==> src/rtl/mmio_interconnect_if.sv <==
// Core data port and slave-side bus of the MMIO interconnect, bundled for
// module connection.
interface mmio_interconnect_if #(
    parameter int unsigned N_SLAVES = 4
);
    logic                     req_i;
    logic [3:0]               we_i;
    logic [31:0]              addr_i;
    logic [31:0]              wdata_i;
    logic [31:0]              rdata_o;
    logic                     stall_o;
    logic [N_SLAVES-1:0]      sel_o;
    logic [3:0]               we_o;
    logic [31:0]              addr_o;
    logic [31:0]              wdata_o;
    logic [N_SLAVES*32-1:0]   rdata_i;
    logic                     err_valid_o;
    logic [31:0]              err_addr_o;
    logic                     err_clr_i;

    modport slave (
        input  req_i, we_i, addr_i, wdata_i, rdata_i, err_clr_i,
        output rdata_o, stall_o, sel_o, we_o, addr_o, wdata_o,
               err_valid_o, err_addr_o
    );

    modport master (
        output req_i, we_i, addr_i, wdata_i, rdata_i, err_clr_i,
        input  rdata_o, stall_o, sel_o, we_o, addr_o, wdata_o,
               err_valid_o, err_addr_o
    );
endinterface

==> src/rtl/mmio_interconnect.sv <==
// Base/mask address decoder between the core data port and N slaves, with
// per-slave read latency, core stall and sticky unmapped-access capture.
module mmio_interconnect #(
    parameter int unsigned             N_SLAVES      = 4,
    parameter logic [N_SLAVES*32-1:0]  BASE_ADDR     = {32'h8000_0000, 32'h4000_0000,
                                                        32'h2000_0000, 32'h0000_0000},
    parameter logic [N_SLAVES*32-1:0]  ADDR_MASK     = {4{32'hF000_0000}},
    parameter logic [N_SLAVES*4-1:0]   RD_LATENCY    = {4{4'd1}},
    parameter logic [31:0]             DEFAULT_RDATA = 32'hDEAD_BEEF
) (
    input  logic              clk_i,
    input  logic              rst_ni,
    mmio_interconnect_if.slave bus
);

    typedef enum logic {IDLE, WAIT} state_t;

    state_t      state_q, state_d;
    logic [3:0]  cnt_q, cnt_d;
    logic [3:0]  idx_q, idx_d;
    logic        done_q, done_d;
    logic        dflt_q, dflt_d;
    logic        err_valid_q, err_valid_d;
    logic [31:0] err_addr_q, err_addr_d;

    logic        hit;
    logic [3:0]  hit_idx;
    logic [3:0]  hit_lat;
    logic        accept;
    logic        is_read;
    logic [31:0] slv_data;

    // Scan upward and keep the first match so the lowest index wins overlaps.
    always_comb begin
        hit     = 1'b0;
        hit_idx = '0;
        hit_lat = 4'd1;
        for (int unsigned k = 0; k < N_SLAVES; k++) begin
            if (!hit && ((bus.addr_i & ADDR_MASK[32*k +: 32]) == BASE_ADDR[32*k +: 32])) begin
                hit     = 1'b1;
                hit_idx = 4'(k);
                hit_lat = (RD_LATENCY[4*k +: 4] == 4'd0) ? 4'd1 : RD_LATENCY[4*k +: 4];
            end
        end
    end

    assign accept  = bus.req_i && (state_q == IDLE);
    assign is_read = (bus.we_i == '0);

    always_comb begin
        bus.sel_o = '0;
        slv_data  = '0;
        for (int unsigned k = 0; k < N_SLAVES; k++) begin
            bus.sel_o[k] = accept && hit && (hit_idx == 4'(k));
            if (idx_q == 4'(k)) begin
                slv_data = bus.rdata_i[32*k +: 32];
            end
        end
    end

    always_ff @(posedge clk_i or negedge rst_ni) begin
        if (!rst_ni) begin
            state_q <= IDLE;
            cnt_q   <= '0;
            idx_q   <= '0;
            done_q  <= 1'b0;
            dflt_q  <= 1'b0;
        end else begin
            state_q <= state_d;
            cnt_q   <= cnt_d;
            idx_q   <= idx_d;
            done_q  <= done_d;
            dflt_q  <= dflt_d;
        end
    end

    // done_d marks the next cycle as the completion cycle of a mapped read.
    always_comb begin
        state_d = state_q;
        cnt_d   = cnt_q;
        idx_d   = idx_q;
        done_d  = 1'b0;
        dflt_d  = 1'b0;
        case (state_q)
            IDLE: begin
                if (accept && is_read) begin
                    if (hit) begin
                        idx_d = hit_idx;
                        if (hit_lat == 4'd1) begin
                            done_d = 1'b1;
                        end else begin
                            state_d = WAIT;
                            cnt_d   = hit_lat - 4'd1;
                        end
                    end else begin
                        dflt_d = 1'b1;
                    end
                end
            end
            WAIT: begin
                cnt_d = cnt_q - 4'd1;
                if (cnt_q == 4'd1) begin
                    state_d = IDLE;
                    done_d  = 1'b1;
                end
            end
            default: state_d = IDLE;
        endcase
    end

    // A new unmapped access outranks a concurrent clear.
    always_comb begin
        err_valid_d = err_valid_q;
        err_addr_d  = err_addr_q;
        if (accept && !hit && (!err_valid_q || bus.err_clr_i)) begin
            err_valid_d = 1'b1;
            err_addr_d  = bus.addr_i;
        end else if (bus.err_clr_i) begin
            err_valid_d = 1'b0;
            err_addr_d  = '0;
        end
    end

    always_ff @(posedge clk_i or negedge rst_ni) begin
        if (!rst_ni) begin
            err_valid_q <= 1'b0;
            err_addr_q  <= '0;
        end else begin
            err_valid_q <= err_valid_d;
            err_addr_q  <= err_addr_d;
        end
    end

    assign bus.stall_o     = (state_q == WAIT);
    assign bus.rdata_o     = done_q ? slv_data : (dflt_q ? DEFAULT_RDATA : '0);
    assign bus.err_valid_o = err_valid_q;
    assign bus.err_addr_o  = err_addr_q;
    assign bus.we_o        = bus.we_i;
    assign bus.addr_o      = bus.addr_i;
    assign bus.wdata_o     = bus.wdata_i;

endmodule

==> src/flat_wrapper.sv <==
// flat-port wrapper written by rule: the top's interface ports become plain ports
module mmio_interconnect_flat 
#(
    parameter int unsigned             N_SLAVES      = 4,
    parameter logic [N_SLAVES*32-1:0]  BASE_ADDR     = {32'h8000_0000, 32'h4000_0000,
                                                        32'h2000_0000, 32'h0000_0000},
    parameter logic [N_SLAVES*32-1:0]  ADDR_MASK     = {4{32'hF000_0000}},
    parameter logic [N_SLAVES*4-1:0]   RD_LATENCY    = {4{4'd1}},
    parameter logic [31:0]             DEFAULT_RDATA = 32'hDEAD_BEEF
)
  (clk_i, rst_ni, bus_req_i, bus_we_i, bus_addr_i, bus_wdata_i, bus_rdata_i, bus_err_clr_i, bus_rdata_o, bus_stall_o, bus_sel_o, bus_we_o, bus_addr_o, bus_wdata_o, bus_err_valid_o, bus_err_addr_o);
  mmio_interconnect_if #(.N_SLAVES(N_SLAVES)) bus_i ();
  input  logic clk_i;
  input  logic rst_ni;
  input wire logic [$bits(bus_i.req_i)-1:0] bus_req_i;
  input wire logic [$bits(bus_i.we_i)-1:0] bus_we_i;
  input wire logic [$bits(bus_i.addr_i)-1:0] bus_addr_i;
  input wire logic [$bits(bus_i.wdata_i)-1:0] bus_wdata_i;
  input wire logic [$bits(bus_i.rdata_i)-1:0] bus_rdata_i;
  input wire logic [$bits(bus_i.err_clr_i)-1:0] bus_err_clr_i;
  output wire logic [$bits(bus_i.rdata_o)-1:0] bus_rdata_o;
  output wire logic [$bits(bus_i.stall_o)-1:0] bus_stall_o;
  output wire logic [$bits(bus_i.sel_o)-1:0] bus_sel_o;
  output wire logic [$bits(bus_i.we_o)-1:0] bus_we_o;
  output wire logic [$bits(bus_i.addr_o)-1:0] bus_addr_o;
  output wire logic [$bits(bus_i.wdata_o)-1:0] bus_wdata_o;
  output wire logic [$bits(bus_i.err_valid_o)-1:0] bus_err_valid_o;
  output wire logic [$bits(bus_i.err_addr_o)-1:0] bus_err_addr_o;
  assign bus_i.req_i = bus_req_i;
  assign bus_i.we_i = bus_we_i;
  assign bus_i.addr_i = bus_addr_i;
  assign bus_i.wdata_i = bus_wdata_i;
  assign bus_i.rdata_i = bus_rdata_i;
  assign bus_i.err_clr_i = bus_err_clr_i;
  assign bus_rdata_o = bus_i.rdata_o;
  assign bus_stall_o = bus_i.stall_o;
  assign bus_sel_o = bus_i.sel_o;
  assign bus_we_o = bus_i.we_o;
  assign bus_addr_o = bus_i.addr_o;
  assign bus_wdata_o = bus_i.wdata_o;
  assign bus_err_valid_o = bus_i.err_valid_o;
  assign bus_err_addr_o = bus_i.err_addr_o;
  mmio_interconnect #(.N_SLAVES(N_SLAVES), .BASE_ADDR(BASE_ADDR), .ADDR_MASK(ADDR_MASK), .RD_LATENCY(RD_LATENCY), .DEFAULT_RDATA(DEFAULT_RDATA)) u_core (.clk_i(clk_i), .rst_ni(rst_ni), .bus(bus_i));
endmodule
==> config.mk <==
export PLATFORM = sky130hd
export DESIGN_NAME = mmio_interconnect_flat
export DESIGN_NICKNAME = d
export VERILOG_FILES = /design/src/rtl/mmio_interconnect_if.sv /design/src/rtl/mmio_interconnect.sv /design/src/flat_wrapper.sv
export SDC_FILE = /design/constraint.sdc
export NUM_CORES = 1
export LEC_CHECK = 0
export CORE_AREA = 2 2 132 134
export DETAILED_ROUTE_END_ITERATION = 10
export DIE_AREA = 0 0 134 136
export GPL_TIMING_DRIVEN = 0
export HOLD_SLACK_MARGIN = 0.03
export SLEW_MARGIN = 20
export SYNTH_ARGS = -nofsm -noshare
export SYNTH_HDL_FRONTEND = slang
export SYNTH_SLANG_ARGS = --single-unit
==> constraint.sdc <==
create_clock -name clk_i -period 3 [get_ports clk_i]
set_clock_uncertainty 0.1 [all_clocks]
set_input_delay 0.6 -clock clk_i [delete_from_list [all_inputs] [get_ports clk_i]]
set_output_delay 0.6 -clock clk_i [all_outputs]
set_load 0.05 [all_outputs]
==> flow_summary.json <==
{
  "crit_fanout": 5,
  "yosysTopAreaCellShare": 0.325,
  "max_slew.worst_pin.slew_ns": 0.546,
  "worstSetupStartpointType": "input pin",
  "first_global_vias": 3694,
  "starting_density_of_the_core": 0.192,
  "detail_route.iter0.violations": 90,
  "yosysTopAreaCell": "dfrtp_1",
  "outcome": "complete, no violations",
  "wl_mm": 14.0,
  "antenna_violations_before_repair": 0,
  "ir_worst_vdd_mv": 0.269,
  "num_rows": 48,
  "fill_count": 1652,
  "dr_wl_met3_mm": 1.45,
  "timing_max_transition_violations_final": 0,
  "endpoint_kind": "output port",
  "final.min_clock_period_ns": 2.90,
  "worst-endpoint-required_ns": 2.30,
  "delay_of_the_slowest_critical_path_stage_ns": 0.49,
  "floorplan.die_area_sq_um": 18200,
  "hold_viol_final": 0,
  "cts-buffers-inserted": 5,
  "route.top_layer_used": "met4",
  "synth_cell_type_count": 36,
  "cts.clk_slew.worst_paths_ns": 0.06,
  "ctsLongestPathBuffers": 2,
  "detail_route.first_pass.iterations": 4,
  "detailroute.via_count": 3488,
  "clock-root-buffer": "clkbuf_16",
  "leakage_nw": 2.93,
  "critical_path.cell_chain": "clkdlybuf4s50_1 > or3b_4 > nor4b_2 > clkdlybuf4s15_2",
  "fin_crit_sh": 0.966,
  "global_route.usage.total": 0.146,
  "max_slew_margin": 0.635,
  "synth_area_leaders": "dfrtp_1, mux4_2, buf_4",
  "clock_sinks": 42,
  "route.detailed.vias_per_inst": 4.18,
  "drv_cap": 0,
  "drt.antenna.violating_nets": 0,
  "critical_path_arrival_ns": 2.20,
  "n_antenna_cell": 0,
  "route.detailed.drc": 0,
  "floorplan.die.height_microns": 136,
  "mappedNetlistArea_sq_um": 3230,
  "placement.io_buffers": 305,
  "postSynthCellCount": 295,
  "met1Wirelength_mm": 5.49,
  "syn_nets": 497,
  "dp.final_hpwl_mm": 11.8,
  "setup_violations": 0,
  "powerDensity_nw_per_um2": 366,
  "gp_congestion": 0.839,
  "ys_ff_latch": 42,
  "post_drt_wl_per_cell_microns": 16.8,
  "synthFlopType": "dfrtp_1",
  "seq_area_frac_synth": 0.325,
  "routed-wl-met2_mm": 6.87,
  "grt_setup_unrepaired": "no",
  "type_of_the_worst_min_delay_path": "input pin to asynchronous set/reset pin",
  "design.portCount": 338,
  "insertion_delay_to_the_later_sink_of_the_worst_skew_pair_ns": 0.28,
  "synth_async_sr_flop_share": 1.00,
  "synth-warning-count": 0,
  "ys_top_cells_by_count": "buf_4, nand2_1, dfrtp_1",
  "critical_path_top_delay_cell": "clkdlybuf4s50_1",
  "grt_max_degree": 26,
  "timing.fmax_mhz": 345,
  "yosysMostFrequentCell": "buf_4",
  "worstSetupPathType": "input pin to output port",
  "die_w_microns": 134,
  "grt_pass1_wl_mm": 20.9,
  "globalRoute.totalOverflow": 0,
  "drive_gt1_frac": 0.259,
  "post-route-util": 0.396,
  "nNetsFinal": 810,
  "post-cts-setup-buffer-count": 0,
  "tritoncts": "yes",
  "synth.avg_cell_area_sq_um": 11.0,
  "fin_total_pwr_mw": 2.45,
  "holdWs_ns": 0.153,
  "synth-edff-count": 0,
  "cts_max_level": 2,
  "flow.area_growth_from_synthesis_pct": 107,
  "core_area_sq_um": 16900
}
## final timing paths
path                            slack [ns]  cells after the start                         to          startpoint
worst min-delay path                  0.15                      1  u_core.bus.err_addr_o[18]              rst_ni
max in group asynchronous             2.17                      2  u_core.bus.err_addr_o[30]              rst_ni
worst max-delay path                  0.10                      4               bus_sel_o[2]           bus_req_i
worst min register to register        0.39                      1            u_core.cnt_q[3]     u_core.cnt_q[3]
min in group clk_i                    0.39                      1            u_core.cnt_q[3]     u_core.cnt_q[3]
worst max register to register        1.22                      4            u_core.idx_q[1]  u_core.bus.stall_o
## cells by family after synthesis
family	count (synthesis)	share of synthesized area
AOI/OAI and AO/OA	43	0.115
and+or+nand+nor	78	0.118
xor gates and xnor gates	3	0.00813
buffers and inverters	94	0.201
DFF	42	0.325
adders and majority gates	3	0.0108
muxes	32	0.223
## flip-flops by register name, summed over array words and instances, names as in the netlist
register and flops:
u_core.bus.err_valid_o 1, u_core.bus.err_addr_o 32, u_core.dflt_q 1, u_core.cnt_q 4, u_core.idx_q 2, u_core.bus.stall_o 1
u_core.done_q 1
## layout by cell type (no fill, tap or decap), types with 2 or more instances in the layout
| cell type | Yosys | layout |
|---|---|---|
| clkbuf_4 | 0 | 2 |
| xor2_1 | 2 | 2 |
| a22o_1 | 31 | 31 |
| buf_2 | 9 | 8 |
| nor2_1 | 3 | 3 |
| o21ai_0 | 2 | 2 |
| ha_1 | 2 | 2 |
| clkbuf_2 | 0 | 18 |
| buf_6 | 4 | 8 |
| nor2b_1 | 2 | 2 |
| clkdlybuf4s15_2 | 0 | 3 |
| buf_1 | 2 | 2 |
| clkbuf_1 | 9 | 7 |
| mux4_2 | 32 | 32 |
| nand2_1 | 50 | 50 |
| o32a_1 | 2 | 2 |
| dfrtp_1 | 42 | 42 |
| and2_1 | 8 | 8 |
| clkdlybuf4s50_1 | 0 | 266 |
| nor3b_2 | 0 | 2 |
| nor4b_1 | 3 | 2 |
| a2111oi_0 | 2 | 2 |
| inv_1 | 2 | 2 |
| clkbuf_16 | 0 | 5 |
| nand2b_1 | 2 | 2 |
| buf_4 | 68 | 69 |
| dlygate4sd2_1 | 0 | 14 |
## layer usage
metal / GRT usage / vias up
li1: - / 1630
met1: 0.170 / 1643
met2: 0.261 / 201
met3: 0.0459 / 14
met4: 0.0396 / 0
met5: 0 / -
## worst max-delay path: cells and delay by family
| kind | cells | cell delay (ns) |
|---|---|---|
| buf+inv | 2 | 0.91 |
| simple gates | 2 | 0.68 |
## power by group
| group | internal, mW | switching, mW |
|---|---|---|
| Clock | 0.330 | 0.218 |
| Combinational | 0.628 | 0.629 |
| Sequential | 0.615 | 0.0274 |
## cell type report
cell class | instances | area [sq um] | share of cell area
buffer | 92 | 663 | 0.0993
clock buffer | 7 | 143 | 0.0214
clock inverter | 1 | 5.00 | 0.000749
inverter | 2 | 7.51 | 0.00112
multi-input combinational | 159 | 1560 | 0.233
sequential | 42 | 1050 | 0.157
tap | 225 | 282 | 0.0421
timing repair buffer | 306 | 2970 | 0.445
## metrics by stage
stage	setup WS [ns]	setup TNS [ns]	cells	area, sq um
floorplan	0.103	0	295	3260
global placement	-0.708	-6.22	825	6590
detailed placement	-0.725	-5.97	826	6610
CTS	0.00540	0	834	6730
global route	0.00723	0	834	6680
finish	0.102	0	834	6680
## timing repair
action                     4_1_cts  5_1_grt
pin swaps                        1        1
resized for setup               67       40
hold buffers                     0        0
setup endpoints to repair       36       32
No activity file was read; power rests on OpenSTA's default activity.
